### src/rtl/sap_ram_pkg.sv
// Shared state encoding and default timing for the SAP 74189 RAM path.
// Used by the RAM initiator and by the loader/sequencer.
package sap_ram_pkg;

    typedef enum logic [2:0] {
        ST_IDLE,
        ST_SETUP,
        ST_PULSE,
        ST_HOLD,
        ST_READ,
        ST_RESP
    } state_e;

    localparam int unsigned SAP_AW        = 4;
    localparam int unsigned SAP_DW        = 8;
    localparam int unsigned SAP_SETUP_CYC = 1;
    localparam int unsigned SAP_PULSE_CYC = 2;
    localparam int unsigned SAP_HOLD_CYC  = 1;
    localparam int unsigned SAP_READ_CYC  = 2;

    function automatic int unsigned max_cyc(
        input int unsigned a,
        input int unsigned b,
        input int unsigned c,
        input int unsigned d
    );
        int unsigned m;
        m = a;
        if (b > m) m = b;
        if (c > m) m = c;
        if (d > m) m = d;
        return m;
    endfunction

endpackage

### src/rtl/ram_phase_timer.sv
// Loadable down-counter timing each RAM strobe phase.
// done_o is high during the last cycle of the loaded phase.
module ram_phase_timer #(
    parameter int unsigned CW = 2
) (
    input  logic          clk,
    input  logic          rst,
    input  logic          load_i,
    input  logic [CW-1:0] load_val_i,
    output logic          done_o
);

    logic [CW-1:0] cnt_q;
    logic [CW-1:0] cnt_d;

    always_comb begin
        cnt_d = cnt_q;
        if (load_i) begin
            cnt_d = load_val_i;
        end else if (cnt_q != '0) begin
            cnt_d = cnt_q - CW'(1);
        end
    end

    always_ff @(posedge clk) begin
        if (rst) begin
            cnt_q <= '0;
        end else begin
            cnt_q <= cnt_d;
        end
    end

    assign done_o = (cnt_q == CW'(1));

endmodule

### src/rtl/sram189_ctrl.sv
// Valid/ready initiator for two 74189 16x4 RAMs forming a 16x8 store.
// Generates registered CS/WE strobes and re-inverts the chips' outputs.
module sram189_ctrl
    import sap_ram_pkg::*;
#(
    parameter int unsigned AW        = SAP_AW,
    parameter int unsigned DW        = SAP_DW,
    parameter int unsigned SETUP_CYC = SAP_SETUP_CYC,
    parameter int unsigned PULSE_CYC = SAP_PULSE_CYC,
    parameter int unsigned HOLD_CYC  = SAP_HOLD_CYC,
    parameter int unsigned READ_CYC  = SAP_READ_CYC
) (
    input  logic          clk,
    input  logic          rst,
    input  logic          req_valid,
    output logic          req_ready,
    input  logic          req_we,
    input  logic [AW-1:0] req_addr,
    input  logic [DW-1:0] req_wdata,
    output logic          rsp_valid,
    output logic [DW-1:0] rsp_rdata,
    output logic          busy,
    output logic [AW-1:0] ram_a,
    output logic [DW-1:0] ram_d,
    output logic          ram_cs_n,
    output logic          ram_we_n,
    input  logic [DW-1:0] ram_o_n
);

    localparam int unsigned MAXC =
        max_cyc(SETUP_CYC, PULSE_CYC, HOLD_CYC, READ_CYC);
    localparam int unsigned CW = $clog2(MAXC + 1);

    if (SETUP_CYC < 1 || PULSE_CYC < 1 ||
        HOLD_CYC < 1 || READ_CYC < 1) begin : g_bad_param
        $error("sram189_ctrl: timing parameters must be >= 1");
    end

    state_e        state_q;
    state_e        state_d;
    logic          cs_n_q;
    logic          we_n_q;
    logic [AW-1:0] a_q;
    logic [DW-1:0] d_q;
    logic          rsp_valid_q;
    logic [DW-1:0] rdata_q;

    logic          accept;
    logic          tmr_load;
    logic [CW-1:0] tmr_val;
    logic          tmr_done;

    assign accept = (state_q == ST_IDLE) && req_valid;

    always_comb begin
        state_d = state_q;
        unique case (state_q)
            ST_IDLE:  if (req_valid) state_d = req_we ? ST_SETUP : ST_READ;
            ST_SETUP: if (tmr_done) state_d = ST_PULSE;
            ST_PULSE: if (tmr_done) state_d = ST_HOLD;
            ST_HOLD:  if (tmr_done) state_d = ST_RESP;
            ST_READ:  if (tmr_done) state_d = ST_RESP;
            ST_RESP:  state_d = ST_IDLE;
            default:  state_d = ST_IDLE;
        endcase
    end

    // Every state entry reloads the timer with that phase's length.
    assign tmr_load = (state_d != state_q);

    always_comb begin
        tmr_val = CW'(1);
        unique case (state_d)
            ST_SETUP: tmr_val = CW'(SETUP_CYC);
            ST_PULSE: tmr_val = CW'(PULSE_CYC);
            ST_HOLD:  tmr_val = CW'(HOLD_CYC);
            ST_READ:  tmr_val = CW'(READ_CYC);
            default:  tmr_val = CW'(1);
        endcase
    end

    ram_phase_timer #(
        .CW(CW)
    ) u_timer (
        .clk        (clk),
        .rst        (rst),
        .load_i     (tmr_load),
        .load_val_i (tmr_val),
        .done_o     (tmr_done)
    );

    // Strobes are decoded from the next state so they align with state_q.
    always_ff @(posedge clk) begin
        if (rst) begin
            state_q     <= ST_IDLE;
            cs_n_q      <= 1'b1;
            we_n_q      <= 1'b1;
            a_q         <= '0;
            d_q         <= '0;
            rsp_valid_q <= 1'b0;
            rdata_q     <= '0;
        end else begin
            state_q     <= state_d;
            cs_n_q      <= (state_d == ST_IDLE) || (state_d == ST_RESP);
            we_n_q      <= (state_d != ST_PULSE);
            rsp_valid_q <= (state_d == ST_RESP);
            if (accept) begin
                a_q <= req_addr;
                d_q <= req_wdata;
            end
            if (state_q == ST_READ && state_d == ST_RESP) begin
                rdata_q <= ~ram_o_n;
            end
        end
    end

    assign req_ready = (state_q == ST_IDLE);
    assign busy      = (state_q != ST_IDLE);
    assign rsp_valid = rsp_valid_q;
    assign rsp_rdata = rdata_q;
    assign ram_a     = a_q;
    assign ram_d     = d_q;
    assign ram_cs_n  = cs_n_q;
    assign ram_we_n  = we_n_q;

endmodule

### config.mk
export PLATFORM = sky130hd
export DESIGN_NAME = sram189_ctrl
export DESIGN_NICKNAME = d
export VERILOG_FILES = /design/src/rtl/sap_ram_pkg.sv /design/src/rtl/ram_phase_timer.sv /design/src/rtl/sram189_ctrl.sv
export SDC_FILE = /design/constraint.sdc
export NUM_CORES = 1
export LEC_CHECK = 0
export CORE_MARGIN = 5
export CORE_UTILIZATION = 43
export DETAILED_ROUTE_END_ITERATION = 7
export GPL_TIMING_DRIVEN = 0
export PLACE_DENSITY = 0.84
export SYNTH_ARGS = -nofsm -noshare
export SYNTH_HDL_FRONTEND = slang
export SYNTH_SLANG_ARGS = --single-unit
### constraint.sdc
create_clock -name clk -period 1.9 [get_ports clk]
set_clock_uncertainty 0.15 [all_clocks]
set_input_delay 0.285 -clock clk [delete_from_list [all_inputs] [get_ports clk]]
set_output_delay 0.285 -clock clk [all_outputs]
set_load 0.02 [all_outputs]
==> results.sh <==
export IMPL_worstPathRequired_ns=1.46
export IMPL_powerDensity_nw_per_um2=1050
export IMPL_drv_slew=0
export IMPL_crit_path_cell_trace="or3_4 -> clkdlybuf4s15_1"
export IMPL_status="finished, final reports clean"
export IMPL_ctsLongestPathBuffers=2
export IMPL_initialDrtViolationCount=40
export IMPL_final_antenna_net_count=0
export IMPL_wirelength_mm=3.27
export IMPL_synth_seq_cells=28
export IMPL_insertion_delay_ns=0.31
export IMPL_dp_slack_ns=-0.151
export IMPL_cap_violations=0
export IMPL_cts_root_buffer_cell="clkbuf_4"
export IMPL_seq_area_frac_synth_pct=44.4
export IMPL_timing_final_ws_setup_ns=0.0655
export IMPL_rsz0062_at_grt="false"
export IMPL_n_antenna_cell=0
export IMPL_placed_area_um2=1780
export IMPL_dr_total_vias=1187
export IMPL_ys_warn_count=0
export IMPL_critPathMaxFanout=5
export IMPL_ys_types=36
export IMPL_drc=0
export IMPL_totalPowerFinal_w=0.00193
export IMPL_multi_input_area_um2=611
export IMPL_crit_slowest_cell="or3_4"
export IMPL_place_inst=221
export IMPL_synth_area_top_cells="dfxtp_1, a211oi_2, a21oi_1"
export IMPL_area_delta_synth_final_pct=45.0
export IMPL_synth_edf_count=0
export IMPL_path_clk_slew_ns=0.14
export IMPL_crit_path_end_kind="output port"
export IMPL_p_leak_nw=0.669
export IMPL_grt_max_degree=16
export IMPL_layout_min_cycle_time_ns=1.83
export IMPL_instances_no_fill=226
export IMPL_slew_headroom_pct=61.4
export IMPL_clkSinkCount=28
export IMPL_drive_gt1_share_pct=15.4
export IMPL_synth_commonest_cells="dfxtp_1, nand2_1, a21oi_1, nor2_1, a211oi_2"
export IMPL_syn_nets=168
export IMPL_grt_remaining_overflow=0
export IMPL_synth_main_ff_cell="dfxtp_1"
export IMPL_fillerInstances=232
export IMPL_fp_coreArea_um2=2780
export IMPL_worst_pin_slew_ns=0.579
export IMPL_drt_pass1_iterations=4
export IMPL_grt_pass1_vias=1168
export IMPL_async_flop_share_pct=0
export IMPL_cts_tree="built"
export IMPL_yosysMostFrequentCell="dfxtp_1"
export IMPL_hold_path_class="reg2reg"
export IMPL_ios=49
export IMPL_fp_dieW_um=64.2
export IMPL_syn_instance_count=142
export IMPL_final_cell_area_um2=1830
export IMPL_syn_cell_area_um2=1260
export IMPL_critical_path_class="reg2out"
export IMPL_port_buffer_count=48
export IMPL_avgSynthCellArea_um2=8.88
export IMPL_ctsHoldBuffers=0
export IMPL_finalCritPeriodShare_pct=96.6
export IMPL_critPathArrivalTime_ns=1.40
export IMPL_grt_usage_pct=15.9
export IMPL_cts_htree_levels=1
export IMPL_initial_core_util_pct=45.3
export IMPL_synth_top_area_share_pct=44.4
export IMPL_cpPeakStageDelay_ns=0.41
export IMPL_via_per_inst=5.25
export IMPL_routedWlPerCell_um=14.5
export IMPL_die_h_um=64.2
export IMPL_yosysTopAreaCell="dfxtp_1"
export IMPL_setup_violations=0
export IMPL_regArea_um2=566
export IMPL_dp_hpwl_mm=2.58
export IMPL_grt_pass1_wl_mm=5.33
export IMPL_die_area_um2=4120
export IMPL_fin_nets=222
export IMPL_antenna_found_initial=0
export IMPL_max_freq_mhz=545
export IMPL_vdd_drop_max_mv=0.611
export IMPL_hold_viol=0
export IMPL_rows=19
export IMPL_crit_path_start_kind="flip-flop"
export IMPL_gp_congestion=0.858
export IMPL_cts_buffers=3
## kinds of logic after synthesis
logic type               after synthesis  share of synthesized area, %
AO/OA/AOI/OAI                         37                          21.0
XOR/XNOR                               2                          1.39
adder cells (fa/ha/maj)                2                          1.98
buffers and inverters                 16                          7.54
flip-flops                            28                          44.4
multiplexers                           1                         0.794
AND/OR/NAND/NOR                       56                          22.8
## state kept, by name (all words and copies together), names as in the netlist
register / cells
ram_we_n: 1
u_timer.cnt_q: 2
rsp_valid: 1
rsp_rdata: 8
ram_cs_n: 1
ram_a: 4
state_q: 3
ram_d: 8
## stage by stage
step | hold WS [ns] | utilization [%] | setup TNS [ns]
6_report | 0.316 | 65.8 | 0
5_1_grt | 0.349 | 65.8 | 0
4_1_cts | 0.320 | 65.6 | 0
3_5_place_dp | 0.300 | 64.0 | -1.21
3_3_place_gp | 0.292 | 64.0 | -0.690
2_1_floorplan | 0.225 | - | 0
## final timing paths
| path | cells after the start | from | slack, ns | to |
|---|---|---|---|---|
| worst max register to register | 7 | u_timer.cnt_q[0]$_SDFFE_PP0P_ | 0.19 | rsp_rdata[7]$_SDFFE_PP0P_ |
| worst min register to register | 2 | ram_d[1]$_SDFFE_PP0P_ | 0.32 | ram_d[1]$_SDFFE_PP0P_ |
| worst min-delay path | 2 | ram_d[1]$_SDFFE_PP0P_ | 0.32 | ram_d[1]$_SDFFE_PP0P_ |
| worst max-delay path | 2 | state_q[0]$_SDFF_PP0_ | 0.07 | busy |
## report_power, final
| part | internal (W) | leakage [nW] | switching [W] |
|---|---|---|---|
| clock | 0.000117 | 0.0210 | 0.000164 |
| combinational | 0.000423 | 0.418 | 0.000466 |
| sequential | 0.000689 | 0.230 | 0.0000679 |
## area by class of cell
type | instances | area share, %
plain buffers | 11 | 4.17
clock buffers | 4 | 1.98
inverters | 5 | 1.03
multi-input cells | 98 | 33.4
flip-flops and latches | 28 | 30.9
well taps | 31 | 2.12
repair buffers | 49 | 26.4
## worst max-delay path: cells and delay by family, from the launching register on
| kind | cells | cell delay (ns) |
|---|---|---|
| buf+inv | 1 | 0.30 |
| flops | 1 | 0.39 |
| simple gates | 1 | 0.41 |
## cell usage in the layout (no fill, tap or decap), types with 2 or more instances in the layout
master and instances:
buf_2 4, ha_1 2, clkdlybuf4s50_1 46, a21oi_1 20, inv_1 5, o21ai_0 3
clkbuf_4 3, nor2b_1 2, nand3b_1 2, xnor2_1 2, nor2_2 2, dfxtp_1 26
nor2_1 11, a211oi_2 8, buf_4 4, nand2_1 26, nor3_1 3
## layer usage
| layer | share of wire (%) | vias to the layer above | routed length [um] | global-route usage [%] |
|---|---|---|---|---|
| met1 | 38 | 562 | 1240 | 16.8 |
| met4 | 1.4 | 0 | 45 | 6.11 |
| met2 | 56 | 27 | 1840 | 30.3 |
| met5 | 0 | - | 0 | 0 |
| met3 | 4.2 | 6 | 137 | 3.33 |
| li1 | - | 592 | - | - |
## timing repair
action | CTS | global route
endpoints found under the setup margin | 2 | 2
buffers inserted | 0 | 1
resized for setup | 7 | 3
No activity file was read; power rests on OpenSTA's default activity.
